===== src/rtl/ac_zone_ctrl_pkg.sv =====
// ============================================================
// ac_pkg : shared state/mode encodings for the zone controller
// Rev 1.0
// ============================================================
`default_nettype none

package ac_pkg;

  typedef enum logic [1:0] {
    IDLE    = 2'b00,
    HEAT    = 2'b01,
    COOL    = 2'b10,
    ILLEGAL = 2'b11
  } state_e;

  typedef enum logic [1:0] {
    OFF       = 2'b00,
    AUTO      = 2'b01,
    HEAT_ONLY = 2'b10,
    COOL_ONLY = 2'b11
  } mode_e;

  function automatic int dwell_w(input int min_dwell);
    return (min_dwell <= 1) ? 1 : $clog2(min_dwell);
  endfunction

endpackage

`default_nettype wire


===== src/rtl/ac_zone_ctrl_fsm.sv =====
// ============================================================
// ac_zone_fsm : one zone's heat/cool/idle FSM with dwell timer
// Rev 1.0
// ============================================================
`default_nettype none

module ac_zone_fsm
  import ac_pkg::*;
#(
  parameter int TEMP_W    = 5,
  parameter int HEAT_ON   = 18,
  parameter int HEAT_OFF  = 20,
  parameter int COOL_ON   = 22,
  parameter int COOL_OFF  = 20,
  parameter int MIN_DWELL = 4
) (
  input  logic              clk,
  input  logic              rst_n,
  input  mode_e             mode,
  input  logic              en,
  input  logic [TEMP_W-1:0] temp,
  output logic              heating,
  output logic              cooling
);

  localparam int              CW         = dwell_w(MIN_DWELL);
  localparam logic [CW-1:0]   DWELL_LOAD = CW'(MIN_DWELL - 1);
  localparam logic [TEMP_W-1:0] C_HEAT_ON  = TEMP_W'(HEAT_ON);
  localparam logic [TEMP_W-1:0] C_HEAT_OFF = TEMP_W'(HEAT_OFF);
  localparam logic [TEMP_W-1:0] C_COOL_ON  = TEMP_W'(COOL_ON);
  localparam logic [TEMP_W-1:0] C_COOL_OFF = TEMP_W'(COOL_OFF);

  if (!(HEAT_ON < HEAT_OFF)) begin : g_chk_heat
    $error("HEAT_ON must be below HEAT_OFF");
  end
  if (!(COOL_OFF < COOL_ON)) begin : g_chk_cool
    $error("COOL_OFF must be below COOL_ON");
  end
  if (!(HEAT_ON < COOL_ON)) begin : g_chk_order
    $error("HEAT_ON must be below COOL_ON");
  end
  if ((HEAT_ON >= (1 << TEMP_W)) || (HEAT_OFF >= (1 << TEMP_W)) ||
      (COOL_ON >= (1 << TEMP_W)) || (COOL_OFF >= (1 << TEMP_W))) begin : g_chk_range
    $error("thresholds must fit in TEMP_W bits");
  end
  if (MIN_DWELL < 1) begin : g_chk_dwell
    $error("MIN_DWELL must be at least 1");
  end

  state_e        state_q, state_d;
  logic [CW-1:0] cnt_q, cnt_d;
  logic          heat_ok, cool_ok, held, dwell_done;

  always_comb begin
    heat_ok    = (mode == AUTO) || (mode == HEAT_ONLY);
    cool_ok    = (mode == AUTO) || (mode == COOL_ONLY);
    held       = (mode == OFF) || !en;
    dwell_done = (cnt_q == '0);
    state_d    = state_q;

    // Forced exits ignore dwell; threshold moves wait for the timer.
    case (state_q)
      IDLE: begin
        if (!held && dwell_done) begin
          if (temp <= C_HEAT_ON && heat_ok)      state_d = HEAT;
          else if (temp >= C_COOL_ON && cool_ok) state_d = COOL;
        end
      end
      HEAT: begin
        if (held || mode == COOL_ONLY)           state_d = IDLE;
        else if (dwell_done && temp >= C_HEAT_OFF) state_d = IDLE;
      end
      COOL: begin
        if (held || mode == HEAT_ONLY)           state_d = IDLE;
        else if (dwell_done && temp <= C_COOL_OFF) state_d = IDLE;
      end
      default: state_d = IDLE;
    endcase

    if (state_d != state_q) cnt_d = DWELL_LOAD;
    else if (dwell_done)    cnt_d = '0;
    else                    cnt_d = cnt_q - CW'(1);
  end

  always_ff @(posedge clk or negedge rst_n) begin
    if (!rst_n) begin
      state_q <= IDLE;
      cnt_q   <= '0;
    end else begin
      state_q <= state_d;
      cnt_q   <= cnt_d;
    end
  end

  assign heating = state_q[0];
  assign cooling = state_q[1];

endmodule

`default_nettype wire


===== src/rtl/ac_zone_ctrl.sv =====
// ============================================================
// ac_zone_ctrl : N_ZONES independent air-conditioning zone FSMs
// Rev 1.0
// ============================================================
`default_nettype none

module ac_zone_ctrl
  import ac_pkg::*;
#(
  parameter int N_ZONES   = 4,
  parameter int TEMP_W    = 5,
  parameter int HEAT_ON   = 18,
  parameter int HEAT_OFF  = 20,
  parameter int COOL_ON   = 22,
  parameter int COOL_OFF  = 20,
  parameter int MIN_DWELL = 4
) (
  input  logic                        clk,
  input  logic                        rst_n,
  input  logic [1:0]                  mode,
  input  logic [N_ZONES-1:0]          zone_en,
  input  logic [N_ZONES*TEMP_W-1:0]   temperature,
  output logic [N_ZONES-1:0]          heating,
  output logic [N_ZONES-1:0]          cooling,
  output logic                        any_active
);

  if (N_ZONES < 1) begin : g_chk_zones
    $error("N_ZONES must be at least 1");
  end

  mode_e mode_sel;
  assign mode_sel = mode_e'(mode);

  for (genvar i = 0; i < N_ZONES; i++) begin : g_zone
    ac_zone_fsm #(
      .TEMP_W    (TEMP_W),
      .HEAT_ON   (HEAT_ON),
      .HEAT_OFF  (HEAT_OFF),
      .COOL_ON   (COOL_ON),
      .COOL_OFF  (COOL_OFF),
      .MIN_DWELL (MIN_DWELL)
    ) u_fsm (
      .clk     (clk),
      .rst_n   (rst_n),
      .mode    (mode_sel),
      .en      (zone_en[i]),
      .temp    (temperature[i*TEMP_W +: TEMP_W]),
      .heating (heating[i]),
      .cooling (cooling[i])
    );
  end

  assign any_active = |{heating, cooling};

endmodule

`default_nettype wire


===== config.mk =====
export PLATFORM = sky130hd
export DESIGN_NAME = ac_zone_ctrl
export DESIGN_NICKNAME = d
export VERILOG_FILES = /design/src/rtl/ac_zone_ctrl_pkg.sv /design/src/rtl/ac_zone_ctrl_fsm.sv /design/src/rtl/ac_zone_ctrl.sv
export SDC_FILE = /design/constraint.sdc
export NUM_CORES = 1
export LEC_CHECK = 0
export BUFFER_PORTS_ARGS = -buffer_cell sky130_fd_sc_hd__buf_2
export CAP_MARGIN = 40
export CORE_MARGIN = 3
export CORE_UTILIZATION = 45
export CTS_CLUSTER_SIZE = 16
export DETAILED_ROUTE_END_ITERATION = 10
export GPL_ROUTABILITY_DRIVEN = 1
export PLACE_DENSITY = 0.81
export SLEW_MARGIN = 30
export SYNTH_ARGS = -nofsm -noshare
export SYNTH_HDL_FRONTEND = slang
export SYNTH_HIERARCHICAL = 1
export SYNTH_SLANG_ARGS = --single-unit

===== constraint.sdc =====
create_clock -name clk -period 1.25 [get_ports clk]
set_input_delay 0.25 -clock clk [delete_from_list [all_inputs] [get_ports clk]]
set_output_delay 0.25 -clock clk [all_outputs]
set_load 0.03 [all_outputs]

# After elaboration in Yosys (flattened, before gate mapping)
# Index checks and enable logic that the tools add are counted.
totals:
  reg_bits: 16
  wordCells: 135
op_classes:
  addsub: 4
  order_cmp: 16
  eq_ne: 15
  n_mux: 40
  n_reduce_logical: 52
ops:
  columns: ["cell", "n"]
  rows:
  - ["2-to-1 mux 2 bit", 36]
  - [">= comparator 5 bit, second input constant", 8]
  - ["<= comparator 5 bit, second input constant", 8]
  - ["case mux 2 bit (3 select lines)", 4]
  - ["logical AND 1 bit", 20]
  - ["zero test 2 bit", 9]
  - ["logical OR 1 bit", 14]
  - ["== test 2 bit, second input constant", 6]
  - ["== test 2 x 1 -> 1 bit, second input constant", 5]
  - ["zero test 1 bit", 8]
  - ["inequality test 2 bit", 4]
  - ["OR reduction 8 bit", 1]
  - ["subtractor 2 x 1 -> 2 bit, second input constant", 4]

# Logic depth before layout (Yosys ltp)
# Gate-level depths: netlist of the first run.
depth:
  word_depth: 9
  depth_mapped: 6
  ltp_nobuf: 6

# By module
# Netlist of the first run, hierarchy kept.
modules_own_cells:
  columns: ["mod", "n_inst", "cells_per_inst", "area_each_um2", "seq_area_each_um2"]
  rows:
  - ["ac_zone_fsm", 4, 37, 335.3, 100.1]
  - ["ac_zone_ctrl", 1, 3, 16.3, 0.0]

# Worst setup path before layout of the first run
# OpenSTA, ideal clock, no wires.
synth_timing:
  path_kind: "flip-flop to flip-flop"
  from: "reg g_zone[1].u_fsm.state_q[0]"
  to: "reg g_zone[1].u_fsm.cnt_q[0]"
  setup_ps: 134
  t_arrival_ps: 1339
  required_ps: 1116
  setup_slack_ps: -223
  path_stages_with_launch: 5
  period_less_slack_ps: 1473
  cell_sequence: "dfrtp_1 or3b_1 a211o_1 nand2_1 nand3_1"
synth_between:
  elab_chain_len: 6
synth_lines:
  columns: ["item", "line_no", "rtl"]
  rows:
  - ["start: declaration", "ac_zone_ctrl_fsm.sv:50", "state_e state_q, state_d;"]
  - ["start signal: assignment", "ac_zone_ctrl_fsm.sv:90", "state_q <= state_d;"]
  - ["2-to-1 mux 2 bit", "ac_zone_ctrl_fsm.sv:66", "else if (temp >= C_COOL_ON && cool_ok) state_d = COOL;"]
  - ["2-to-1 mux 2 bit", "ac_zone_ctrl_fsm.sv:65", "if (temp <= C_HEAT_ON && heat_ok) state_d = HEAT;"]
  - ["2-to-1 mux 2 bit", "ac_zone_ctrl_fsm.sv:64", "if (!held && dwell_done) begin"]
  - ["case mux 2 bit (3 select lines)", "ac_zone_ctrl_fsm.sv:62", "case (state_q)"]
  - ["inequality test 2 bit *", "ac_zone_ctrl_fsm.sv:80", "if (state_d != state_q) cnt_d = DWELL_LOAD;"]
  - ["2-to-1 mux 2 bit *", "ac_zone_ctrl_fsm.sv:80", null]
  - ["named net g_zone[1].u_fsm.cnt_d[0]", "ac_zone_ctrl_fsm.sv:51", "logic [CW-1:0] cnt_q, cnt_d;"]
  - ["end signal: assignment", "ac_zone_ctrl_fsm.sv:91", "cnt_q <= cnt_d;"]
  - ["end: declaration", "ac_zone_ctrl_fsm.sv:51", null]
# The timed path passes the listed nets; every way through them passes the cells marked *.

# Final worst setup path of the first run
layout_timing:
  from: "reg g_zone[2].u_fsm.state_q[0]"
  to: "reg g_zone[2].u_fsm.cnt_q[0]"
layout_between:
  elab_chain_len: 6
layout_lines:
  columns: ["item", "line_no"]
  rows:
  - ["start: declaration", "ac_zone_ctrl_fsm.sv:50"]
  - ["start signal: assignment", "ac_zone_ctrl_fsm.sv:90"]
  - ["2-to-1 mux 2 bit", "ac_zone_ctrl_fsm.sv:66"]
  - ["2-to-1 mux 2 bit", "ac_zone_ctrl_fsm.sv:65"]
  - ["2-to-1 mux 2 bit", "ac_zone_ctrl_fsm.sv:64"]
  - ["case mux 2 bit (3 select lines)", "ac_zone_ctrl_fsm.sv:62"]
  - ["inequality test 2 bit *", "ac_zone_ctrl_fsm.sv:80"]
  - ["2-to-1 mux 2 bit *", "ac_zone_ctrl_fsm.sv:80"]
  - ["named net g_zone[2].u_fsm.cnt_d[0]", "ac_zone_ctrl_fsm.sv:51"]
  - ["end signal: assignment", "ac_zone_ctrl_fsm.sv:91"]
  - ["end: declaration", "ac_zone_ctrl_fsm.sv:51"]
# Marked as above.

==> results.toml, run 1 <==
[route]
wirelength_um = 5240
routed_via_density = 6.20
route.detailed.drc = 0
wl_per_cell_um = 19.0
vias = 1711
drtPass1Iterations = 5
drt_iter0_drc = 184
final_antenna_net_count = 0

[finish]
layout.cells.non_filler = 276
antenna_cells = 0
layout_commonest_cell = "buf_4"
syn_to_final_growth_pct = 70.4
nNetsFinal = 291
final_cell_mix = "buf_4 (43), buf_2 (25), buf_6 (22)"
drive_gt1_frac = 0.543
fin_util = 0.825

[sta]
fin_setup_tns_ns = -4.19
layout_setup_ws_ns = -0.343
timing.final.crit_period_ns = 1.59
timing_max_transition_violations_final = 0
setup_viol = 21
rsz0062_at_grt = "yes"
clock-skew-final_ns = 0.000442
tightest_slew_ns = 0.390
timing.final.crit_share = 1.27
max_freq_mhz = 628
slew_headroom = 0.740
hold_viol_final = 0

[global_route]
antenna_found_initial = 0
first_global_vias = 1703
grt_usage = 0.276
grt_pass1_wl_um = 7560
grt_max_degree = 17
grt.overflow.total = 0

[clock_network]
clk_latency_ns = 0.30
clk_pin_slew_ns = 0.10
htreeDepth = 1
cts_sinks = 16
clock-root-buffer = "clkbuf_4"
clockBufferDepth = 2
cts_tree = "done"
cts_buffers = 3

[synthesis]
synth_ff_type = "dfrtp_1"
synth_edf_count = 0
yosysWarnings = 6
ys_ff_latch = 16
synth.distinct_cells = 21
syn_avg_cell_area_um2 = 8.99
netlist_instances = 151
synth-seq-area-share = 0.295
synth-async-reset-ratio = 1.00
synth_area_um2 = 1360
synth_nets = 195

[min_path]
hold_path_class = "in2reg"
min_from = "temperature[19]"

[run_status]
status = "finished with violations"
violations = "negative setup slack"

[worst_setup_path]
startpoint = "g_zone[2].u_fsm/state_q[0]"
cp-start-kind = "register"
worst_path_largest_cell_delay_ns = 0.44
worst-path-buf-inv = 1
crit_required_ns = 1.42
crit_slowest_cell = "dfrtp_2"
critPathTopFamily = "simple AND/OR/NAND/NOR gates"
cp-end-kind = "register"
r2r-start = "g_zone[2].u_fsm/state_q[0]"
crit_chain = "buf_4 -> or3b_4 -> a211o_1 -> nand2_2 -> nand3_1"
arrival_ns = 1.76
crit_type = "reg2reg"
critical_path.max_fanout = 3

[power]
power_mw = 3.10
powerDensity_nw_per_um2 = 1340
p_leak_nw = 1.13
vdd_ir_drop_max_mv = 0.974

[placed_design]
portBuffers = 36
dp_cells = 261
dp_slack_ns = -0.534
gp_congestion = 0.844
dpl.hpwl_um = 3300

[floorplan]
num_rows = 19
die_w_um = 60.9
die_h_um = 60.9
pin_count = 37
die-area_um2 = 3710
design.core.area_um2 = 2810
start_util = 0.484

[job]
drv_cap = 0
flip-flops by register name, indices dropped and copies added (netlist names):
signal,flops
g_zone.u_fsm/state_q,8
g_zone.u_fsm/cnt_q,8
cell usage after synthesis (5+ instances only):
library cell	count	share of area
a22oi_1	8	0.044
dfrtp_1	16	0.29
a211o_1	12	0.077
ha_1	16	0.15
nand2_1	5	0.014
nor2_1	12	0.033
inv_1	12	0.033
a21oi_1	16	0.059
nand3_1	8	0.029
cell families after synthesis:
logic type	count (synthesis)	share of synthesized area
simple gates	51	0.226
compound gates	56	0.299
fa+ha+maj	16	0.147
buf+inv	12	0.0332
flops	16	0.295
final cells by class:
type / instances / area (um2)
well taps: 31 / 38.8
fillers: 152 / 492
repair buffers: 91 / 706
flip-flops and latches: 16 / 410
clock buffers: 3 / 22.5
multi-input cells: 123 / 1090
inverters: 12 / 45.0
worst paths after layout:
check,endpoint,cells past startpoint,slack [ns]
worst max-delay path,g_zone[2].u_fsm/cnt_q[0],5,-0.34
worst min-delay path,g_zone[3].u_fsm/state_q[0],3,0.35
worst max register to register,g_zone[2].u_fsm/cnt_q[0],5,-0.34
worst min register to register,g_zone[3].u_fsm/cnt_q[1],3,0.67
max in group asynchronous,g_zone[2].u_fsm/state_q[0],2,0.53
min in group asynchronous,g_zone[1].u_fsm/cnt_q[0],2,0.42
worst reg2reg max path: stages (launching register included):
cell and delay (ns):
dfrtp_2 0.44, buf_4 0.15, or3b_4 0.43, a211o_1 0.27, nand2_2 0.08, nand3_1 0.09
layer usage:
metal / wire [um] / GRT usage / vias to the layer above / part of all wire
met4: 119 / 0.105 / 0 / 0.023
met5: 0 / 0 / - / 0
met3: 359 / 0.0426 / 15 / 0.068
li1: - / - / 761 / -
met1: 1990 / 0.295 / 829 / 0.38
met2: 2780 / 0.534 / 106 / 0.53
stage by stage:
stage,hold slack [ns],cell area [um2]
finish,0.350,2310
global route,0.351,2310
CTS,0.349,2180
detailed placement,0.186,1920
global placement,0.180,1920
floorplan,-0.0456,1380
repair_timing:
item,CTS,global route
buffers inserted,7,6
hold buffers,1,0
pin swaps,6,19
endpoints found under the hold margin,16,0
endpoints found under the setup margin,24,25
resized for setup,44,23
power breakdown:
| part | switching [mW] | total (mW) | internal [mW] |
|---|---|---|---|
| logic | 1.01 | 2.01 | 0.999 |
| registers | 0.127 | 0.798 | 0.671 |
| clock network | 0.179 | 0.291 | 0.113 |
No activity file was read; power rests on OpenSTA's default activity.
==> run 2: changes to the inputs <==
--- a/config.mk
+++ b/config.mk
@@ -12,9 +12,8 @@
 export CTS_CLUSTER_SIZE = 16
 export DETAILED_ROUTE_END_ITERATION = 10
 export GPL_ROUTABILITY_DRIVEN = 1
-export PLACE_DENSITY = 0.81
+export PLACE_DENSITY = 0.82
 export SLEW_MARGIN = 30
 export SYNTH_ARGS = -nofsm -noshare
 export SYNTH_HDL_FRONTEND = slang
-export SYNTH_HIERARCHICAL = 1
 export SYNTH_SLANG_ARGS = --single-unit
==> constraint.sdc (replaced) <==
create_clock -name clk -period 1.41 [get_ports clk]
set_input_delay 0.282 -clock clk [delete_from_list [all_inputs] [get_ports clk]]
set_output_delay 0.282 -clock clk [all_outputs]
set_load 0.03 [all_outputs]
==> results.toml, run 2 <==
[worst_setup_path]
arrival_ns = 1.93
critical_path.max_fanout = 4
worst_path_largest_cell_delay_ns = 0.56
crit_type = "reg2reg"
cp-end-kind = "register"
crit_slowest_cell = "or4_4"
crit_required_ns = 1.63
cp-start-kind = "register"
crit_chain = "or4b_4 -> or4_4 -> nand4_1"

[clock_network]
htreeDepth = 1
cts_tree = "done"
clk_pin_slew_ns = 0.09
cts_buffers = 3
cts_sinks = 16
clockBufferDepth = 2
clock-root-buffer = "clkbuf_4"
clk_latency_ns = 0.28

[route]
drt_iter0_drc = 66
routed_via_density = 5.89
final_antenna_net_count = 0
drtPass1Iterations = 4
wl_per_cell_um = 16.9
wirelength_um = 4000
vias = 1396
route.detailed.drc = 0

[floorplan]
start_util = 0.490
die-area_um2 = 3500
die_h_um = 59.1
pin_count = 37
design.core.area_um2 = 2590
num_rows = 18
die_w_um = 59.1

[run_status]
violations = "negative setup slack"
status = "finished with violations"

[placed_design]
dp_slack_ns = -0.590
gp_congestion = 0.857
dpl.hpwl_um = 2860
portBuffers = 36

[synthesis]
netlist_instances = 139
yosys.area.top_type = "dfrtp_1"
yosysWarnings = 0
synth-seq-area-share = 0.315
synth.top_cells.by_count = "dfrtp_1 (16), inv_1 (10), nor2_1 (10)"
synth_ff_type = "dfrtp_1"
synthMuxAreaShare = 0.00788
synth.distinct_cells = 48
synth_top_family_by_area = "simple AND/OR/NAND/NOR gates"
synth_fa_ha_area_frac = 0.0394
synth_xor_area_frac = 0
yosysMostFrequentCell = "dfrtp_1"
synth_area_um2 = 1270
synth_nets = 171
ys_ff_latch = 16
synth-simple-area-share = 0.277
synth_compound_area_frac = 0.275
synth_edf_count = 0
synth_area_leaders = "dfrtp_1 (32%), buf_4 (4.7%), ha_1 (3.9%)"
synth-async-reset-ratio = 1.00
synth_top_area_frac = 0.315
syn_avg_cell_area_um2 = 9.14

[job]
drv_cap = 0

[global_route]
antenna_found_initial = 0
grt.overflow.total = 0
grt_pass1_wl_um = 6380
grt_max_degree = 17
grt_usage = 0.242
first_global_vias = 1431

[sta]
timing.final.crit_share = 1.22
slew_headroom = 0.709
clock-skew-final_ns = 0.000416
max_freq_mhz = 582
timing_max_transition_violations_final = 0
layout_setup_ws_ns = -0.308
tightest_slew_ns = 0.433
hold_ws_ns = 0.384
hold_viol_final = 0
rsz0062_at_grt = "yes"
setup_viol = 14
timing.final.crit_period_ns = 1.72

[finish]
layout_commonest_cell = "buf_4"
antenna_cells = 0
syn_to_final_growth_pct = 55.9
final_cell_mix = "buf_4 (33), buf_2 (32), dfrtp_1 (16)"
fin_util = 0.764
drive_gt1_frac = 0.536
reg_top3 = "g_zone.u_fsm.cnt_q x8, g_zone.u_fsm.state_q x8"
nNetsFinal = 241

[power]
powerDensity_nw_per_um2 = 1180
power_mw = 2.34
p_leak_nw = 0.930
vdd_ir_drop_max_mv = 0.946

[min_path]
hold_path_class = "in2reg"
==> run 2: cell count changes after synthesis, sizes merged, moves of 3 or more <==
| cell | change |
|---|---|
| a211o | -7 |
| ha | -12 |
| a211oi | -5 |
| or3b | -4 |
| or2 | +3 |
| o21a | -4 |
| buf | +9 |
| a21oi | -9 |
| a22oi | -4 |
| nand4bb | -4 |
==> run 2: metal layers <==
layer / up-vias / global-route usage / routed length, um
li1: 665 / - / -
met1: 666 / 0.288 / 1620
met2: 57 / 0.426 / 2050
met3: 8 / 0.0261 / 247
met4: 0 / 0.123 / 79
met5: - / 0 / 0
==> run 2: stage by stage <==
step / setup TNS, ns / instances / area, um2
after floorplan: -2.74 / 139 / 1340
after global placement: -5.61 / 227 / 1720
after detailed placement: -6.44 / 227 / 1720
after CTS: -2.47 / 237 / 1910
after global routing: -3.34 / 237 / 1980
final: -2.74 / 237 / 1980
==> run 2: worst paths after layout <==
kind	to	slack (ns)	start	depth (start not counted)
max reg2reg	g_zone[1].u_fsm.cnt_q[1]	-0.31	g_zone[1].u_fsm.state_q[0]	3
min reg2reg	g_zone[0].u_fsm.cnt_q[0]	0.54	g_zone[0].u_fsm.cnt_q[1]	2
max in group asynchronous	g_zone[1].u_fsm.state_q[0]	0.71	rst_n	2
min in group asynchronous	g_zone[2].u_fsm.state_q[0]	0.43	rst_n	2
max	g_zone[1].u_fsm.cnt_q[1]	-0.31	g_zone[1].u_fsm.state_q[0]	3
min	g_zone[0].u_fsm.state_q[0]	0.38	temperature[4]	4
==> run 2: critical path: cells and delay by family (launching register included) <==
| kind | cells | cell delay [ns] |
|---|---|---|
| flops | 1 | 0.43 |
| simple gates | 3 | 1.22 |
==> run 2: layout make-up <==
cell class / count / area, um2
multi-input combinational: 104 / 946
fill: 165 / 611
timing repair buffer: 74 / 515
sequential: 16 / 400
inverter: 10 / 57.6
tap: 30 / 37.5
clock buffer: 3 / 22.5
==> run 2: logic make-up after synthesis <==
logic type               Yosys count
flip-flops                        16
AO/OA/AOI/OAI                     44
adder cells (fa/ha/maj)            4
multiplexers                       1
buffers and inverters             19
AND/OR/NAND/NOR                   55
==> run 2: what timing repair did <==
item,4_1_cts,5_1_grt
setup endpoints to repair,15,17
pin swaps,15,4
hold buffers,1,0
resized for setup,27,11
endpoints found under the hold margin,16,0
buffers inserted,6,1
==> run 2: where the power goes <==
part           total (mW)  internal, mW  switching (mW)
registers           0.672         0.587          0.0846
logic                1.43         0.677           0.748
clock network       0.243        0.0992           0.144
total                2.34          1.36           0.976
==> run 3: changes to the inputs <==
--- a/config.mk
+++ b/config.mk
@@ -12,8 +12,9 @@
 export CTS_CLUSTER_SIZE = 16
 export DETAILED_ROUTE_END_ITERATION = 10
 export GPL_ROUTABILITY_DRIVEN = 1
-export PLACE_DENSITY = 0.82
+export PLACE_DENSITY = 0.81
 export SLEW_MARGIN = 30
 export SYNTH_ARGS = -nofsm -noshare
 export SYNTH_HDL_FRONTEND = slang
+export SYNTH_HIERARCHICAL = 1
 export SYNTH_SLANG_ARGS = --single-unit
==> results.toml, run 3 (synthesis gave the netlist of run 1 again) <==
[run_status]
status = "finished with violations"
violations = "negative setup slack"

[floorplan]
pin_count = 37
die_h_um = 60.9
die_w_um = 60.9
die-area_um2 = 3710
start_util = 0.484
design.core.area_um2 = 2810
num_rows = 19

[global_route]
grt.overflow.total = 0
first_global_vias = 1521
grt_max_degree = 17
grt_pass1_wl_um = 6200
grt_usage = 0.227
antenna_found_initial = 0

[sta]
max_freq_mhz = 602
timing.final.crit_share = 1.18
hold_viol_final = 0
timing.final.crit_period_ns = 1.66
rsz0062_at_grt = "yes"
timing_max_transition_violations_final = 0
hold_ws_ns = 0.384
clock-skew-final_ns = 0.00203
tightest_slew_ns = 0.399
setup_viol = 15
slew_headroom = 0.734
layout_setup_ws_ns = -0.250

[worst_setup_path]
worst-path-buf-inv = 1
r2r-start = "g_zone[3].u_fsm/state_q[1]"
crit_type = "reg2out"
crit_slowest_cell = "dfrtp_2"
critPathTopFamily = "simple AND/OR/NAND/NOR gates"
cp-end-kind = "primary output"
critical_path.max_fanout = 2
crit_required_ns = 1.13
worst_path_largest_cell_delay_ns = 0.44
crit_chain = "nor4_4 -> nand2_1 -> buf_6"
startpoint = "g_zone[3].u_fsm/state_q[1]"
arrival_ns = 1.38
cp-start-kind = "register"

[route]
drtPass1Iterations = 4
vias = 1596
routed_via_density = 6.11
final_antenna_net_count = 0
wirelength_um = 4370
route.detailed.drc = 0
drt_iter0_drc = 139
wl_per_cell_um = 16.7

[power]
vdd_ir_drop_max_mv = 0.914
powerDensity_nw_per_um2 = 1210
power_mw = 2.50
p_leak_nw = 1.03

[placed_design]
dpl_cell_area_um2 = 1810
dpl.hpwl_um = 3000
dp_slack_ns = -0.392
gp_congestion = 0.957
portBuffers = 36

[clock_network]
cts_buffers = 3
clk_pin_slew_ns = 0.10
clockBufferDepth = 2
cts_sinks = 16
cts_tree = "done"
clk_latency_ns = 0.30
htreeDepth = 1
clock-root-buffer = "clkbuf_4"

[min_path]
hold_path_class = "in2reg"
min_from = "temperature[19]"

[finish]
drive_gt1_frac = 0.487
final_cell_mix = "buf_4 (36), buf_2 (33), ha_1 (16)"
nNetsFinal = 275
reg_top3 = "g_zone.u_fsm/cnt_q x8, g_zone.u_fsm/state_q x8"
layout_commonest_cell = "buf_4"
fillers = 211
antenna_cells = 0
final_area_um2 = 2070
syn_to_final_growth_pct = 52.6

[job]
drv_cap = 0
## run 3: final cells by class
type / count / area, um2 / share of cell area
inverter: 12 / 45.0 / 0.0217
multi-input combinational: 123 / 1040 / 0.502
sequential: 16 / 410 / 0.198
clock buffer: 4 / 36.3 / 0.0175
timing repair buffer: 75 / 502 / 0.242
tap: 31 / 38.8 / 0.0187
## run 3: timing repair
action                                  in CTS  in global routing
hold buffers                                 1                  0
endpoints found under the setup margin      11                 16
setup buffers                                3                  6
resized for setup                           15                 16
hold endpoints to repair                    16                  0
pin swaps                                    7                  6
## run 3: layer usage
layer	vias up	global-route usage	routed length [um]
met2	71	0.403	2160
met4	0	0.133	205
met1	771	0.246	1740
met5	-	0	0
li1	733	-	-
met3	21	0.0468	260
## run 3: worst reg2reg max path: cells and delay by family, from the launching register on
kind	cells	cell delay (ns)
and+or+nand+nor	2	0.58
DFF	1	0.44
AOI/OAI and AO/OA	2	0.29
buffers and inverters	2	0.25
## run 3: worst paths after layout
path,end,slack (ns),cells past startpoint
worst max-delay path,any_active,-0.25,3
worst min-delay path,g_zone[3].u_fsm/state_q[0],0.38,3
max in group asynchronous,g_zone[3].u_fsm/state_q[0],0.67,2
min in group asynchronous,g_zone[3].u_fsm/cnt_q[1],0.43,2
worst max register to register,g_zone[3].u_fsm/cnt_q[0],-0.19,6
worst min register to register,g_zone[3].u_fsm/cnt_q[1],0.66,3
## run 3: per-stage QoR
| stage | instances | util | TNS (ns) |
|---|---|---|---|
| 2_1_floorplan | 151 | - | 0 |
| 3_3_place_gp | 247 | 0.647 | -3.77 |
| 3_5_place_dp | 247 | 0.647 | -4.55 |
| 4_1_cts | 255 | 0.696 | -0.674 |
| 5_1_grt | 261 | 0.739 | -2.26 |
| 6_report | 261 | 0.739 | -1.67 |
## run 3: power breakdown
| part | total (mW) | internal [mW] | switching [mW] |
|---|---|---|---|
| clock | 0.319 | 0.158 | 0.161 |
| sequential | 0.693 | 0.595 | 0.0983 |
| combinational | 1.49 | 0.716 | 0.775 |
| total | 2.50 | 1.47 | 1.03 |
